<file path="src/rtl/i2s_pkg.sv">
// i2s_pkg: shared I2S defaults, channel encoding and frame-length helper.
package i2s_pkg;
    localparam int SLOT_BITS_DEF = 32;

    typedef enum logic {LEFT = 1'b0, RIGHT = 1'b1} chan_e;

    function automatic int frame_clocks(input int slot_bits, input int bclk_div);
        return 4 * slot_bits * bclk_div;
    endfunction
endpackage

</file>
<file path="src/rtl/i2s_clock_gen.sv">
// i2s_clock_gen: BCLK divider, period counter, word select and fall/load strobes.
module i2s_clock_gen
    import i2s_pkg::*;
#(
    parameter int SLOT_BITS = SLOT_BITS_DEF,
    parameter int BCLK_DIV  = 2
) (
    input  logic clk_i,
    input  logic rst_i,
    output logic bclk_o,
    output logic lrclk_o,
    output logic fall_o,
    output logic load_o
);
    localparam int DW = (BCLK_DIV > 1) ? $clog2(BCLK_DIV) : 1;
    localparam int PW = $clog2(2 * SLOT_BITS);

    logic [DW-1:0] div_q, div_d;
    logic [PW-1:0] per_q, per_d;
    logic          bclk_q, bclk_d;
    logic          wrap;

    always_comb begin
        wrap    = div_q == DW'(BCLK_DIV - 1);
        div_d   = wrap ? '0 : div_q + DW'(1);
        bclk_d  = wrap ? ~bclk_q : bclk_q;
        fall_o  = wrap & bclk_q;
        per_d   = !fall_o ? per_q : (per_q == PW'(2 * SLOT_BITS - 1)) ? '0 : per_q + PW'(1);
        load_o  = fall_o & (per_q == '0);
        bclk_o  = bclk_q;
        // Word select only moves with per_cnt, so it already leads data by one period.
        lrclk_o = (per_q >= PW'(SLOT_BITS)) ? RIGHT : LEFT;
    end

    always_ff @(posedge clk_i or posedge rst_i) begin
        if (rst_i) begin
            div_q  <= '0;
            per_q  <= '0;
            bclk_q <= 1'b0;
        end else begin
            div_q  <= div_d;
            per_q  <= per_d;
            bclk_q <= bclk_d;
        end
    end
endmodule

</file>
<file path="src/rtl/i2s_tx.sv">
// i2s_tx: I2S master transmitter with a one-pair holding register and underrun replay.
module i2s_tx
    import i2s_pkg::*;
#(
    parameter int AUDIO_BITS = 24,
    parameter int SLOT_BITS  = SLOT_BITS_DEF,
    parameter int BCLK_DIV   = 2
) (
    input  logic                  clk_i,
    input  logic                  rst_i,
    input  logic [AUDIO_BITS-1:0] sample_l_i,
    input  logic [AUDIO_BITS-1:0] sample_r_i,
    input  logic                  valid_i,
    output logic                  ready_o,
    output logic                  bclk_o,
    output logic                  lrclk_o,
    output logic                  sdata_o,
    output logic                  frame_tick_o,
    output logic                  underrun_o
);
    localparam int SW  = 2 * SLOT_BITS;
    localparam int PAD = SLOT_BITS - AUDIO_BITS;

    logic [AUDIO_BITS-1:0] hold_l_q, hold_l_d, hold_r_q, hold_r_d;
    logic [AUDIO_BITS-1:0] last_l_q, last_l_d, last_r_q, last_r_d;
    logic [AUDIO_BITS-1:0] src_l, src_r;
    logic [SW-1:0]         shift_q, shift_d;
    logic                  ready_q, ready_d;
    logic                  fall, load, take;

    i2s_clock_gen #(
        .SLOT_BITS(SLOT_BITS),
        .BCLK_DIV (BCLK_DIV)
    ) u_clk (
        .clk_i  (clk_i),
        .rst_i  (rst_i),
        .bclk_o (bclk_o),
        .lrclk_o(lrclk_o),
        .fall_o (fall),
        .load_o (load)
    );

    always_comb begin
        take     = valid_i & ready_q;
        src_l    = ready_q ? last_l_q : hold_l_q;
        src_r    = ready_q ? last_r_q : hold_r_q;
        // A transfer in the load cycle fills holding for the next frame, not this one.
        ready_d  = take ? 1'b0 : (load ? 1'b1 : ready_q);
        hold_l_d = take ? sample_l_i : (load ? '0 : hold_l_q);
        hold_r_d = take ? sample_r_i : (load ? '0 : hold_r_q);
        last_l_d = load ? src_l : last_l_q;
        last_r_d = load ? src_r : last_r_q;
        shift_d  = load ? {src_l, {PAD{1'b0}}, src_r, {PAD{1'b0}}}
                 : fall ? {shift_q[SW-2:0], 1'b0} : shift_q;
        ready_o      = ready_q;
        sdata_o      = shift_q[SW-1];
        frame_tick_o = load;
        underrun_o   = load & ready_q;
    end

    always_ff @(posedge clk_i or posedge rst_i) begin
        if (rst_i) begin
            hold_l_q <= '0;
            hold_r_q <= '0;
            last_l_q <= '0;
            last_r_q <= '0;
            shift_q  <= '0;
            ready_q  <= 1'b1;
        end else begin
            hold_l_q <= hold_l_d;
            hold_r_q <= hold_r_d;
            last_l_q <= last_l_d;
            last_r_q <= last_r_d;
            shift_q  <= shift_d;
            ready_q  <= ready_d;
        end
    end
endmodule
</file>
<file path="config.mk">
export PLATFORM = sky130hd
export DESIGN_NAME = i2s_tx
export DESIGN_NICKNAME = d
export VERILOG_FILES = /design/src/rtl/i2s_pkg.sv /design/src/rtl/i2s_clock_gen.sv /design/src/rtl/i2s_tx.sv
export SDC_FILE = /design/constraint.sdc
export NUM_CORES = 1
export LEC_CHECK = 0
export BUFFER_PORTS_ARGS = -buffer_cell sky130_fd_sc_hd__buf_2
export CORE_ASPECT_RATIO = 1.2
export CORE_MARGIN = 2
export CORE_UTILIZATION = 65
export DETAILED_ROUTE_END_ITERATION = 12
export PLACE_DENSITY = 0.91
export SLEW_MARGIN = 25
export SYNTH_ARGS = -nofsm -noshare
export SYNTH_HDL_FRONTEND = slang
export SYNTH_HIERARCHICAL = 1
export SYNTH_SLANG_ARGS = --single-unit
</file>
<file path="constraint.sdc">
create_clock -name clk_i -period 9 [get_ports clk_i]
set_clock_uncertainty 0.1 [all_clocks]
set_input_delay 0.45 -clock clk_i [delete_from_list [all_inputs] [get_ports clk_i]]
set_output_delay 0.45 -clock clk_i [all_outputs]
set_load 0.01 [all_outputs]
</file>
* After elaboration in Yosys (flattened, before gate mapping)
Index checks and enable logic that the tools add are counted.
** Storage, ports and cells
- Register bits after elaboration :: 169
- Input port bits :: 51
- Output and inout bits :: 6
- Logic and storage cells :: 33
** Operators by class
- $add $sub $neg :: 2
- Magnitude comparators :: 1
- Equality and inequality tests :: 1
- Multiplexer cells :: 12
- Bitwise gates (word level) :: 5
- Reductions and logical operators :: 3
** Operators by type and width (number)
- $mux W64 :: 2
- $mux W24 :: 5
- $add A6 B1 Y6 const B :: 1
- $eq A6 B6 Y1 const B :: 1
- $ge A6 B6 Y1 const B :: 1
- $logic_not A6 Y1 :: 1
- $mux W6 :: 1
- $and A1 B1 Y1 :: 4
- $mux W1 :: 4
- $reduce_bool A2 Y1 :: 2
- $add A1 B1 Y1 const B :: 1
- $not A1 Y1 :: 1

* Depth between registers and ports, before layout
- Word-level depth :: 4
- Depth in mapped cells :: 8
- Gate-level depth less buffers :: 5

* Hierarchy
The synthesis kept the hierarchy.
** By module, submodules not included
- i2s_tx :: instances 1, cells each 555, area an instance 7045.5 µm², seq. area each 3829.9 µm²
- i2s_clock_gen :: instances 1, cells each 41, area an instance 407.9 µm², seq. area each 200.2 µm²

* Worst setup path after synthesis
No wires, ideal clock.
- Path type :: register to output
- Start :: reg u_clk.per_q[4]
- End :: out underrun_o
- Data arrival time :: 1734 ps
- Required time :: 8450 ps
- Path slack :: 6716 ps
- Stages on the path, launching flop included :: 7
- Path buffers :: 3
- Path through :: dfrtp_1 -> nor4_1 -> and3_1 -> buf_2 -> buf_2 -> buf_2 -> and2_1
** On the way
- Longest elaborated chain between the ends :: 3
** Ends and longest elaborated chain
- from (decl) :: line i2s_clock_gen.sv:19 : logic [PW-1:0] per_q, per_d;
- from (signal assigned) :: line i2s_clock_gen.sv:42 : per_q <= per_d;
- $logic_not A6 Y1 :: line i2s_clock_gen.sv:29 : load_o = fall_o & (per_q == '0);
- $and A1 B1 Y1 :: line i2s_clock_gen.sv:29
- via frame_tick_o :: line i2s_tx.sv:18 : output logic frame_tick_o,
- $and A1 B1 Y1 :: line i2s_tx.sv:58 : underrun_o = load & ready_q;
- to (decl) :: line i2s_tx.sv:19 : output logic underrun_o
The timed path passes the listed nets, and every way through them passes these cells.

* Final worst setup path
- Start :: reg u_clk.bclk_q (netlist: u_clk/bclk_o)
- End :: out frame_tick_o
** On the way
- Longest elaborated chain between the ends :: 2
** Ends and longest elaborated chain
- from (decl) :: line i2s_clock_gen.sv:20 : logic bclk_q, bclk_d;
- from (signal assigned) :: line i2s_clock_gen.sv:43 : bclk_q <= bclk_d;
- $and A1 B1 Y1 :: line i2s_clock_gen.sv:27 : fall_o = wrap & bclk_q;
- via fall :: line i2s_tx.sv:29 : logic fall, load, take;
- $and A1 B1 Y1 :: line i2s_clock_gen.sv:29
- to (decl) :: line i2s_tx.sv:18
The timed path passes the listed nets, and every way through them passes these cells.

==> run_results.csv <==
group,metric,value,unit
critical_path,critical_path_class,"flop to output port",
cells_and_area,fin_cells,797,
grt,grt_overflow,0,
drt,postRouteWirelength,14.66,mm
floorplan,rows,42,
placement,dp_cells,766,
floorplan,die_x,101.8,um
clocking,insertion_delay,0.41,ns
logic_synthesis,async_flop_share,100.0,%
logic_synthesis,syn_avg_cell_area,12.51,um2
drt,wl_met3,511,um
clocking,cts_sinks,161,
power_and_ir_drop,powerDensity,242.6,nW/um2
critical_path,startpoint_type,"flop",
power_and_ir_drop,p_leak,3.554,nW
drt,firstDrtPassIters,4,
job,maxCapViolations,0,
drt,met2_length,7.853,mm
timing,layout_min_cycle_time,4.079,ns
cells_and_area,diodes,0,
critical_path,required,8.45,ns
critical_path,reg2regPathDepth,7,
clocking,htree_levels,4,
logic_synthesis,synth_area_leaders,"dfrtp_1, mux2i_1, mux2_2",
critical_path,crit_arrival,3.53,ns
logic_synthesis,ys_warn_count,6,
cells_and_area,drive_gt1_share,22.55,%
placement,io_buffers,56,
min_path,hold_class,"primary input to flop",
timing,worstMarginPinSlew,0.9534,ns
critical_path,cp_max_fo,71,
timing,setup_viol,0,
grt,grt_max_degree,90,
critical_path,worst-r2r-setup-slack,5.57,ns
critical_path,crit_end,"frame_tick_o",
clocking,cts_resized,0,
drt,vias,4715,
floorplan,io_pins,57,
critical_path,r2r-start,"u_clk/bclk_o",
floorplan,die_area,12340,um2
logic_synthesis,syn_nets,649,
drt,wl_per_cell,18.39,um
outcome,status,"completed",
logic_synthesis,synth_edf_count,0,
timing,finalSetupTns,0,ns
drt,viasPerCell,5.916,
logic_synthesis,ys_seq_area_share,54.07,%
cells_and_area,final_net_count,685,
drt,postRouteAntennaNets,0,
timing,drv_slew,0,
clocking,cts_root_buf,"clkbuf_16",
timing,worst_hold_slack,0.1636,ns
logic_synthesis,synthFlopType,"dfrtp_1",
power_and_ir_drop,max-vdd-ir-drop,126.6,uV
floorplan,start_util,67.22,%
drt,highest_layer,"met4",
clocking,clock_path_buffers,2,
logic_synthesis,synth_seq_cells,161,
floorplan,coreArea,11090,um2
grt,grt_pass1_vias,5086,
logic_synthesis,synth_top_cell_by_area,"dfrtp_1",
logic_synthesis,netlist_instances,596,
logic_synthesis,synth_top_cell_area_share,53.72,%
clocking,clk_pin_slew,0.06,ns
clocking,post-cts-setup-buffers,0,
drt,drc,0,
timing,finalHoldViolations,0,
critical_path,startpoint,"u_clk/bclk_o",
grt,grt_pass1_wl,24.89,mm
placement,dp.final_hpwl,7.954,mm
cells_and_area,area_growth,12.24,%
timing,finalCritPeriodShare,45.32,%
timing,slew_headroom,36.44,%
logic_synthesis,syn_area,7453,um2
critical_path,crit_path_end_kind,"output port",
drt,wl_met1,6.126,mm
logic_synthesis,synthDistinctLibCells,31,
clocking,cts_buffers,17,
timing,fmax,245.2,MHz
clocking,cts_tree,"built",
grt,antenna_found_initial,0,
timing,rsz0062_at_grt,"no",
placement,gp_congestion,0.7440,
floorplan,die_h,121.3,um
grt,track_usage,26.09,%
drt,drt_iter0_markers,285,
critical_path,r2r_end,"hold_r_q[4]",
==> through the flow <==
step	setup slack (ns)	cell area (um2)	total power, mW	util, %
6_report	4.921	8366	2.029	75.45
3_3_place_gp	5.473	7740	1.248	69.80
2_1_floorplan	4.330	7453	1.181	-
5_1_grt	4.721	8366	2.126	75.45
3_5_place_dp	5.405	7740	1.279	69.80
4_1_cts	4.950	8366	2.040	75.45
==> per-layer routing <==
metal	vias to the layer above	global-route usage, %
li1	2164	-
met1	2424	33.44
met2	109	44.98
met3	18	4.666
met4	0	7.939
met5	-	0
==> how the worst min path moves through the flow <==
stage                     endpoint  cells past startpoint      startpoint  slack, ns
finish                hold_l_q[11]                      3  sample_l_i[11]       0.16
global route          hold_r_q[21]                      3  sample_r_i[21]       0.17
CTS                   hold_r_q[21]                      3  sample_r_i[21]       0.16
detailed placement  u_clk/per_q[5]                      2           rst_i       0.36
global placement    u_clk/per_q[4]                      2           rst_i       0.34
floorplan             u_clk/bclk_o                      1           rst_i       0.17
==> layout make-up <==
cell class              count  area [um2]
multi-input cells         383        3164
repair buffers             62       327.8
clock buffers              25       515.5
clock inverters             5       100.1
fillers                   673        2723
inverters                   7       31.28
well taps                 154       192.7
flip-flops and latches    161        4034
==> kinds of logic (layout without fill, tap and decap cells) <==
| family | count (synthesis) | in the layout | share of synthesized area (%) |
|---|---|---|---|
| buffers and inverters | 52 | 99 | 3.542 |
| AO/OA/AOI/OAI | 57 | 57 | 4.079 |
| adder cells (fa/ha/maj) | 2 | 2 | 0.3357 |
| XOR/XNOR | 3 | 3 | 0.3526 |
| multiplexers | 199 | 199 | 28.54 |
| flip-flops | 161 | 161 | 54.07 |
| AND/OR/NAND/NOR | 122 | 122 | 9.082 |
==> Yosys cell counts (2+ instances only) <==
cell type	n
a31oi_1	2
and2_1	2
buf_2	19
buf_4	6
buf_6	3
clkbuf_1	16
dfrtp_1	160
ha_1	2
inv_1	7
mux2_2	28
mux2_4	20
mux2i_1	151
nand2_1	6
nand2b_1	49
nand3_1	50
nor2_1	10
o21ai_0	50
xnor2_1	2
==> flip-flops by register name (all words and copies together) (netlist names) <==
register / cells
ready_o: 1
u_clk/div_q: 1
last_r_q: 24
u_clk/per_q: 6
last_l_q: 24
u_clk/bclk_o: 1
hold_r_q: 24
shift_q: 56
hold_l_q: 24
==> worst max-delay path, stage by stage, from the launching register on <==
cell and delay (ns):
dfrtp_1 0.41, nand2_1 0.14, inv_2 0.07, buf_4 0.72, and3_4 0.68, buf_4 0.75, buf_2 0.26
==> where the power goes <==
part	total [mW]	internal, mW	switching [mW]
clock network	0.747	0.477	0.270
logic	0.289	0.141	0.148
registers	0.994	0.870	0.123
total	2.03	1.49	0.541
==> placed cells by master, fill, tap and decap left out, drive strengths merged, types with 2 or more instances in the layout <==
master / n
buf: 61
nand2b: 50
xnor2: 2
clkbuf: 25
and2: 2
clkinv: 2
bufinv: 3
inv: 7
o21ai: 51
a31oi: 2
and3: 2
ha: 2
nand2: 6
mux2i: 151
dfrtp: 160
mux2: 48
nor2: 10
nand3: 51
==> what timing repair did <==
item / in CTS / in global routing
hold endpoints to repair: 8 / 0
setup endpoints to repair: 0 / 0
hold buffers: 1 / 0
Power figures use the tool's default switching activity.
